$ cat config.mk
export PLATFORM = sky130hd
export DESIGN_NAME = calib_sequencer
export DESIGN_NICKNAME = d
export VERILOG_FILES = /design/src/rtl/calib_sequencer.sv
export SDC_FILE = /design/constraint.sdc
export NUM_CORES = 1
export LEC_CHECK = 0
export CAP_MARGIN = 20
export CORE_MARGIN = 4
export CORE_UTILIZATION = 45
export CTS_CLUSTER_DIAMETER = 120
export DETAILED_ROUTE_END_ITERATION = 6
export GPL_ROUTABILITY_DRIVEN = 1
export GPL_TIMING_DRIVEN = 1
export HOLD_SLACK_MARGIN = 0.08
export PLACE_DENSITY_LB_ADDON = 0.15
export SKIP_CTS_REPAIR_TIMING = 1
export SLEW_MARGIN = 40
export SYNTH_ARGS = -nofsm -noshare
export SYNTH_HDL_FRONTEND = slang
export SYNTH_SLANG_ARGS = --single-unit
$ cat constraint.sdc
create_clock -name clk -period 4.2 [get_ports clk]
set_input_delay 0.84 -clock clk [delete_from_list [all_inputs] [get_ports clk]]
set_output_delay 0.84 -clock clk [all_outputs]
set_load 0.05 [all_outputs]
$ cat src/rtl/calib_sequencer.sv
// Calibration sequencer: steps PUCK/PADDLE1/PADDLE2 through settle, capture and HSV adjust.
// Optional frame-based auto-advance in WAIT_ENTER/ADJUST is built when CALIB_TIMEOUT_EN is defined.
module calib_sequencer #(
    parameter int         SETTLE_FRAMES  = 4,
    parameter int         TIMEOUT_FRAMES = 120,
    parameter logic [1:0] PUCK           = 2'd0,
    parameter logic [1:0] PADDLE1        = 2'd1,
    parameter logic [1:0] PADDLE2        = 2'd2
) (
    input  logic       clk,
    input  logic       reset_n,
    input  logic       start,
    input  logic       frame_done,
    input  logic       btn_enter,
    input  logic       btn_next,
    input  logic       btn_abort,
    output logic [1:0] obj_sel,
    output logic [1:0] hsv_sel,
    output logic       enter_pulse,
    output logic       enable_threshold,
    output logic       busy,
    output logic       done,
    output logic [2:0] state,
    output logic       timeout_hit
);

    typedef enum logic [2:0] {
        S_IDLE       = 3'd0,
        S_SETTLE     = 3'd1,
        S_WAIT_ENTER = 3'd2,
        S_CAPTURE    = 3'd3,
        S_ADJUST     = 3'd4,
        S_DONE       = 3'd5
    } state_e;

    localparam int E_START = 0;
    localparam int E_NEXT  = 1;
    localparam int E_ENTER = 2;
    localparam int E_ABORT = 3;

    localparam logic [7:0] SETTLE_LIM = 8'(SETTLE_FRAMES);

    if (SETTLE_FRAMES < 1 || SETTLE_FRAMES > 15) begin : g_bad_settle
        $error("calib_sequencer: SETTLE_FRAMES must be 1..15");
    end
    if (TIMEOUT_FRAMES < 1 || TIMEOUT_FRAMES > 255) begin : g_bad_timeout
        $error("calib_sequencer: TIMEOUT_FRAMES must be 1..255");
    end

    state_e     state_q, state_d;
    logic [1:0] obj_q, obj_d;
    logic [1:0] hsv_q, hsv_d;
    logic [7:0] cnt_q, cnt_d;
    logic       enter_pulse_q, enter_pulse_d;
    logic [3:0] btn_in;
    logic [3:0] hist_q, hist_d;
    logic [3:0] edge_q, edge_d;
    logic       tmo_enter, tmo_next;
    logic       enter_go, next_go;

    // Edges are registered, so a press acts one clock after it is first sampled.
    assign btn_in = {btn_abort, btn_enter, btn_next, start};

    always_comb begin
        hist_d = btn_in;
        edge_d = btn_in & ~hist_q;
    end

    assign enter_go = edge_q[E_ENTER] | tmo_enter;
    assign next_go  = edge_q[E_NEXT]  | tmo_next;

    always_comb begin
        state_d = state_q;
        obj_d   = obj_q;
        hsv_d   = hsv_q;
        cnt_d   = cnt_q;
        if (edge_q[E_ABORT] && state_q != S_IDLE) begin
            state_d = S_IDLE;
            obj_d   = PUCK;
            hsv_d   = 2'd0;
        end else begin
            case (state_q)
                S_IDLE, S_DONE: begin
                    if (edge_q[E_START]) begin
                        state_d = S_SETTLE;
                        obj_d   = PUCK;
                        hsv_d   = 2'd0;
                        cnt_d   = 8'd0;
                    end
                end
                S_SETTLE: begin
                    if (frame_done) begin
                        cnt_d = (cnt_q == 8'hFF) ? cnt_q : cnt_q + 8'd1;
                        if (cnt_q >= SETTLE_LIM - 8'd1) state_d = S_WAIT_ENTER;
                    end
                end
                S_WAIT_ENTER: begin
                    if (enter_go) state_d = S_CAPTURE;
                end
                S_CAPTURE: begin
                    state_d = S_ADJUST;
                    hsv_d   = 2'd0;
                end
                S_ADJUST: begin
                    if (enter_go) begin
                        state_d = S_CAPTURE;
                        hsv_d   = 2'd0;
                    end else if (next_go) begin
                        if (hsv_q != 2'd3) begin
                            hsv_d = hsv_q + 2'd1;
                        end else if (obj_q == PADDLE2) begin
                            state_d = S_DONE;
                        end else begin
                            obj_d   = (obj_q == PUCK) ? PADDLE1 : PADDLE2;
                            state_d = S_SETTLE;
                            hsv_d   = 2'd0;
                            cnt_d   = 8'd0;
                        end
                    end
                end
                default: state_d = S_IDLE;
            endcase
        end
        enter_pulse_d = (state_d == S_CAPTURE);
    end

    always_ff @(posedge clk or negedge reset_n) begin
        if (!reset_n) begin
            state_q       <= S_IDLE;
            obj_q         <= PUCK;
            hsv_q         <= 2'd0;
            cnt_q         <= 8'd0;
            enter_pulse_q <= 1'b0;
            hist_q        <= 4'd0;
            edge_q        <= 4'd0;
        end else begin
            state_q       <= state_d;
            obj_q         <= obj_d;
            hsv_q         <= hsv_d;
            cnt_q         <= cnt_d;
            enter_pulse_q <= enter_pulse_d;
            hist_q        <= hist_d;
            edge_q        <= edge_d;
        end
    end

`ifdef CALIB_TIMEOUT_EN
    localparam logic [7:0] TMO_LIM = 8'(TIMEOUT_FRAMES);

    logic [7:0] tcnt_q, tcnt_d;
    logic       tmo_hit_q, tmo_hit_d;

    // A real edge in the same cycle wins; the timeout only fills in for a missing press.
    always_comb begin
        tmo_enter = 1'b0;
        tmo_next  = 1'b0;
        if (!edge_q[E_ABORT] && !edge_q[E_ENTER] && frame_done && tcnt_q >= TMO_LIM - 8'd1) begin
            if (state_q == S_WAIT_ENTER)                 tmo_enter = 1'b1;
            else if (state_q == S_ADJUST && !edge_q[E_NEXT]) tmo_next = 1'b1;
        end
        tmo_hit_d = tmo_enter | tmo_next;
    end

    // Any accepted enter/next changes either the state or hsv_sel, which restarts the count.
    always_comb begin
        tcnt_d = tcnt_q;
        if (state_d != state_q || hsv_d != hsv_q) begin
            tcnt_d = 8'd0;
        end else if (frame_done && (state_q == S_WAIT_ENTER || state_q == S_ADJUST)) begin
            tcnt_d = (tcnt_q == 8'hFF) ? tcnt_q : tcnt_q + 8'd1;
        end
    end

    always_ff @(posedge clk or negedge reset_n) begin
        if (!reset_n) begin
            tcnt_q    <= 8'd0;
            tmo_hit_q <= 1'b0;
        end else begin
            tcnt_q    <= tcnt_d;
            tmo_hit_q <= tmo_hit_d;
        end
    end

    assign timeout_hit = tmo_hit_q;
`else
    assign tmo_enter   = 1'b0;
    assign tmo_next    = 1'b0;
    assign timeout_hit = 1'b0;
`endif

    assign obj_sel          = obj_q;
    assign hsv_sel          = hsv_q;
    assign enter_pulse      = enter_pulse_q;
    assign state            = state_q;
    assign enable_threshold = (state_q == S_ADJUST);
    assign done             = (state_q == S_DONE);
    assign busy             = (state_q != S_IDLE) && (state_q != S_DONE);

endmodule

# After elaboration in Yosys (flattened, before gate mapping)
# Index checks and enable logic that the tools add are counted.
# word_totals
in_bits	7
out_inout_bits	12
wordCells	81
reg_bits	24
# classes
n_addsub	2
magnitude_cmp	1
muxes	32
n_reduce_logical	12
bitwise	3
n_eq_ne	24
# op_table
op	n
2-to-1 mux 8 bit	7
2-to-1 mux 3 bit	9
2-to-1 mux 2 bit	12
case mux 8 bit (3 select lines)	1
case mux 3 bit (5 select lines)	1
!= test 2 bit (second input constant)	7
!= test 3 bit (second input constant)	4
equality test 3 x 2 -> 1 bit (second input constant)	3
AND reduction 9 bit	1
nonzero test 3 bit	3
adder 8 x 1 -> 8 bit (second input constant)	1
equality test 8 bit (second input constant)	1
greater-or-equal comparator 8 x 2 -> 1 bit (second input constant)	1
equality test 3 bit (second input constant)	2
case mux 2 bit (3 select lines)	1
AND reduction 6 bit	1
!= test 5 bit (second input constant)	1
bitwise AND 4 bit	1
!= test 4 x 1 -> 1 bit (second input constant)	1
inverter 4 bit	1
case mux 2 bit (2 select lines)	1
AND reduction 4 bit	1
nonzero test 4 bit	1
equality test 3 x 1 -> 1 bit (second input constant)	1
10 further kinds	11

# Logic depth before layout (Yosys ltp)
# depth
depth_word	8
ltp_mapped	6
mapped_depth_nobuf	5

# Worst setup path after synthesis
# Ideal clock, no wire load.
# synth_timing
path_type	register to output
startpoint	register state_q[0] (netlist: state[0])
endpoint	output busy
t_arrival_ps	1666
slack_ps	1694
path_buffers	2
required_ps	3360
stages_incl_launch_ff	5
cell_sequence	dfrtp_1 -> buf_6 -> clkbuf_1 -> nor2b_1 -> or3_1
# synth_between
elab_chain_len	2
word_cells_on_any_way	3
classes_between	eq/ne: 1; reduce/logical: 2
# synth_lines
element	line_no	text
start, declared	50	state_e state_q, state_d;
start signal, assigned	137	state_q <= state_d;
!= test 3 bit / nonzero test 3 bit (equally long branches)	197	assign busy = (state_q != S_IDLE) && (state_q != S_DONE);
logical AND 1 bit *	197	
end, declared	21	output logic busy,
# Mark *: on every way between the ends. The rest lies on a longest branch, timed or not.

# Worst setup path after layout
# layout_timing
startpoint	register state_q[0] (netlist: state[0])
endpoint	output enable_threshold
# layout_between
elab_chain_len	1
# layout_lines
element	line_no	text
equality test 3 bit	195	assign enable_threshold = (state_q == S_ADJUST);
end, declared	20	output logic enable_threshold,
# No other way between the ends.

==> flow_summary.yaml <==
floorplan:
  die_area_um2: 4173
  die_h_um: 64.60
  start_util: 0.4721
  coreArea_um2: 3053
  die_w_um: 64.60
  rows: 20
  ios: 19
clocking:
  numCtsBuffers: 3
  cts_tree: "built"
  h-tree-depth: 1
  clock_latency_ps: 320
  clk_path_buf_depth: 2
  clock_tree.root_cell: "clkbuf_4"
  cts.clk_slew.worst_paths_ps: 140
  clock_sinks: 24
worst_setup_path:
  r2r-end: "cnt_q[1]"
  reg2regPathDepth: 4
  cp_slowest_cell: "clkdlybuf4s50_1"
  timing.rr.start: "state[1]"
  required_ps: 3360
  worst_setup_path_end_kind: "output pin"
  cp_data_arrival_time_ps: 2300
  worst_setup_path_start_kind: "flip-flop"
  path_class: "reg -> out"
  crit_start: "state[0]"
  reg2reg_slack_ps: 2210
  critPathMaxStageDelay_ps: 790
  critPathMaxFanout: 21
  crit_chain: "or3b_4 -> inv_1 -> clkdlybuf4s50_1"
final_layout:
  drive_above_1_share: 0.06024
  fin_nets: 176
  fin_cells: 210
  final_common_cell: "dfrtp_1"
  antenna_cells: 0
  final_cell_mix: "dfrtp_1, clkdlybuf4s50_1, nor2b_1, nand2_1, nor2_1"
  fillers: 294
  syn_to_final_growth_pct: 13.98
yosys:
  yosysWarnings: 0
  yosys_most_used_dff: "dfrtp_1"
  synth_area_um2: 1441
  synth_top_area_share: 0.4167
  ys_types: 46
  netlist_instances: 156
  postSynthAreaPerCell_um2: 9.240
  ys_ff_latch: 24
  synth_edf_count: 0
  synth.net_count: 165
  synth_top_area_cell: "dfrtp_1"
  yosysSeqAreaShare: 0.4167
  async_flop_share: 1.000
  synth_area_leaders: "dfrtp_1, nor2b_1, a211o_1, nand2_1, nor2_1"
detailed_routing:
  drt-initial-drc-count: 66
  drt-total-wl_mm: 3.033
  wl_met2_mm: 1.338
  dr.pass1.iters: 5
  m1WireLength_mm: 1.483
  wl_met3_um: 191
  via_count: 1220
  via_per_inst: 5.810
  top_layer_used: "met4"
  drtAntennaViolNets: 0
  drcViolationCount: 0
  wl_per_cell_um: 14.44
timing:
  slew_headroom: 0.5560
  fin_crit_sh: 0.7479
  drv_slew: 0
  worstMarginPinSlew_ps: 666.0
  fin_crit_ps: 3141
  hold_viol_final: 0
  finalSetupViolations: 0
  grt_setup_unrepaired: "false"
  fmax_mhz: 318.4
  timing.setup.tns_ps: 0
  clock-skew-final_ps: 2.811
grt:
  grt_max_degree: 25
  grt_use_total: 0.1584
  antenna_found_initial: 0
  grt_overflow_total: 0
  grt_pass1_wl_mm: 5.195
  grt_pass1_vias: 1130
worst_hold_path:
  min_to: "edge_q[2]"
  min_delay_path_depth: 1
  hp-start: "hist_q[2]"
  hp-class: "reg -> reg"
outcome:
  status: "completed"
job:
  max-cap-violations: 0
placed_design:
  dp_cells: 206
  hpwl_mm: 2.200
  gp_congestion: 0.8044
  port_buffers: 17
pwr:
  p_per_area_nw_per_um2: 606.1
  power_leakage_nw: 0.7374
  ir_drop_uv: 420.8
-- critical path: cells and delay by family (launching register included) --
kind                   cells  cell delay (ps)
DFF                        1              610
and+or+nand+nor            1              510
buffers and inverters      2              850
-- registers in the layout, summed over array words and instances, names as in the netlist --
register / cells
hist_q: 4
enter_pulse: 1
hsv_sel: 2
obj_sel: 2
state: 3
cnt_q: 8
edge_q: 4
-- synth_stat cells (all sizes together), types with 4 or more instances --
master and count:
o21ai 4, a211o 5, buf 4, nand2 10, inv 8, nor3 4, nand2b 5, dfrtp 24
nor2 10, nor4 5, a21oi 6, nand3 6, nor2b 10, a31oi 5, clkbuf 7
-- area by class of cell --
type	count	area, µm²	area share
sequential	24	600.6	0.3656
inverter	8	30.03	0.01828
clock buffer	4	36.28	0.02209
timing repair buffer	17	165.2	0.1005
multi-input combinational	113	755.7	0.4600
tap	44	55.05	0.03351
-- stage by stage --
step	utilization	hold slack [ps]	power (mW)	cell area [µm²]	setup slack, ps
after floorplan	-	377.7	0.7483	1441	1694
after global placement	0.5279	384.3	0.8585	1612	1483
after detailed placement	0.5262	388.9	0.8749	1607	1445
after CTS	0.5381	408.3	1.001	1643	1063
after global routing	0.5381	426.5	1.071	1643	971.0
final	0.5381	403.2	0.9958	1643	1059
-- power breakdown --
part	internal (mW)	switching, mW	total [mW]
Clock	0.0530	0.0726	0.126
Sequential	0.274	0.0945	0.369
Combinational	0.197	0.304	0.501
Total	0.524	0.472	0.996
-- worst max path at each step --
stage	endpoint	slack, ps	cells after the start
6_report	enable_threshold	1060	3
5_1_grt	enable_threshold	970	3
3_3_place_gp	enable_threshold	1480	3
3_5_place_dp	enable_threshold	1440	3
2_1_floorplan	busy	1690	4
4_1_cts	enable_threshold	1060	3
-- routing by layer --
layer,track usage,up-vias
li1,-,596
met1,0.2195,595
met2,0.2371,27
met3,0.04333,2
met4,0.05541,0
met5,0,-
-- logic make-up (layout without fill, tap and decap cells) --
kind of cell             after synthesis  after routing  share of synthesized area
buffers and inverters                 19             29                    0.05903
other                                  1              1                   0.002602
multiplexers                           2              2                    0.01389
AO/OA/AOI/OAI                         41             41                     0.2188
adder cells (fa/ha/maj)                2              2                    0.01736
AND/OR/NAND/NOR                       67             67                     0.2717
flip-flops                            24             24                     0.4167
No activity file was read; power rests on OpenSTA's default activity.
==> variant, RTL diff (config.mk and constraints unchanged) <==
Add a define of `CALIB_TIMEOUT_EN`.
--- a/src/rtl/calib_sequencer.sv
+++ b/src/rtl/calib_sequencer.sv
@@ -1,4 +1,6 @@
 // Calibration sequencer: steps PUCK/PADDLE1/PADDLE2 through settle, capture and HSV adjust.
 // Optional frame-based auto-advance in WAIT_ENTER/ADJUST is built when CALIB_TIMEOUT_EN is defined.
+`define CALIB_TIMEOUT_EN
+
 module calib_sequencer #(
     parameter int         SETTLE_FRAMES  = 4,
Behaviour: no difference found for any inputs over 10 cycles, from zero or initial values and one cycle with reset_n low; that may be too few to reach the edited logic, so the function may still have changed.
==> variant against the unedited design <==
  * Wire length up 50%
  * Total power increased by 22%
  * Combinational power is 4.2% lower
  * Sequential cell count grew 9
  * Non-clock buffer count up 2
  * Cell area up 40%
  * Worst setup slack got worse by 0.013 ns
  * Fmax down 0.40%
  * Area after synthesis increased by 38%
  * Largest cell class unchanged
==> variant: results (changes against the unedited design) <==
Logic synthesis
  • Post-synthesis compound-gate area fraction: 22.9% (was 21.9%)
  • Post-synthesis cell type count: 49 (was 46)
  • Syn Area/Cell: 8.68 um2 (was 9.24 um2)
  • Seq/Total Area, Yosys: 41.4% (was 41.7%)
  • Proportion of synthesized area in mux cells: 0.502% (was 1.39%)

STA
  • Worst slew margin: 49.8% (was 55.6%)
  • Clk_skew: 0.00815 ns (was 0.00281 ns)

Clock tree
  • CTS root buf: clkbuf_8 (was clkbuf_4)
  • Clk_lat worst skew: 0.29 ns (was 0.32 ns)
  • CTS buffer count: 5 (was 3)

Global route
  • Vias in the first global route: 1561 (was 1130)
  • Total GRT Usage: 18.1% (was 15.8%)
  • Largest net degree at the start of global routing: 34 (was 25)

Status
  • Status: finished clean (unchanged)

Setup path
  • Critical Path Fanout Max: 20 (was 21)
  • Worst R2R End: tcnt_q[3]$_DFFE_PN0P_ (was cnt_q[1]$_DFFE_PN0P_)
  • CP max stage delay: 0.83 ns (was 0.79 ns)
  • Flop2flop setup slack: 1.60 ns (was 2.21 ns)
  • Reg2reg path depth: 7 (was 4)

Finish
  • FILL cells: 396 (was 294)
  • Total Nets Final: 255 (was 176)
  • Share of layout cells above drive strength 1: 6.12% (was 6.02%)
  • Sequential Area: 826 um2 (was 601 um2)
  • Finished Layout Cells: 295 (was 210)
  • Biggest regs: cnt_q x8, tcnt_q x8 (was cnt_q x8, edge_q x4, hist_q x4)

Detailed routing
  • DRT iter0 DRCs: 220 (was 66)
  • Post-DR wirelength/cell: 15.5 um (was 14.4 um)
  • Met2 wire length: 1970 um (was 1340 um)
  • Met1 wire length: 2340 um (was 1480 um)
  • Vias: 1759 (was 1220)
  • Met3 wire len: 209 um (was 191 um)
  • Router iterations before antenna repair: 4 (was 5)

Place
  • Pre-CTS setup slack: 1.29 ns (was 1.44 ns)
  • Detailed placement HPWL: 3140 um (was 2200 um)
  • Cell Area, Placed: 2200 um2 (was 1610 um2)
  • Placed Instances: 288 (was 206)
  • Final Wtd Congestion: 0.821 (was 0.804)

Power and ir drop
  • Sw frac: 41.3% (was 47.4%)
==> variant: power by group through the flow <==
stage          clock network (mW)  registers (mW)  logic (mW)
5_1_grt                     0.306           0.458       0.528
4_1_cts                     0.294           0.445       0.479
3_5_place_dp                    0           0.452       0.475
3_3_place_gp                    0           0.449       0.476
2_1_floorplan                   0           0.440       0.356
6_report                    0.287           0.448       0.480
==> variant: cell type report <==
class / instances / area share [%]
Clock buffer: 5 / 2.99
Tap cell: 50 / 2.72
Timing Repair Buffer: 19 / 8.15
Clock inverter: 2 / 1.52
Multi-Input combinational cell: 176 / 47.1
Sequential cell: 33 / 35.9
Inverter: 10 / 1.63
==> variant: worst reg2reg max path: cells and delay by family, from the launching register on <==
| family | cells | cell delay (ns) |
|---|---|---|
| compound gates | 3 | 0.47 |
| fa+ha+maj | 1 | 0.27 |
| flops | 1 | 0.41 |
| simple gates | 3 | 1.33 |
==> variant: how the worst min path moves through the flow <==
stage / slack [ns] / endpoint / cells past startpoint / from
floorplan: 0.38 / edge_q[0]$_DFF_PN0_ / 1 / hist_q[0]$_DFF_PN0_
global placement: 0.38 / edge_q[0]$_DFF_PN0_ / 1 / hist_q[0]$_DFF_PN0_
detailed placement: 0.39 / edge_q[3]$_DFF_PN0_ / 1 / hist_q[3]$_DFF_PN0_
CTS: 0.40 / edge_q[3]$_DFF_PN0_ / 1 / hist_q[3]$_DFF_PN0_
global route: 0.41 / edge_q[3]$_DFF_PN0_ / 1 / hist_q[3]$_DFF_PN0_
finish: 0.39 / edge_q[3]$_DFF_PN0_ / 1 / hist_q[3]$_DFF_PN0_
==> variant: metal layers <==
metal	vias up	track usage, %
met5	-	0
met4	0	5.34
met3	4	4.05
met2	56	26.0
met1	821	27.2
li1	878	-
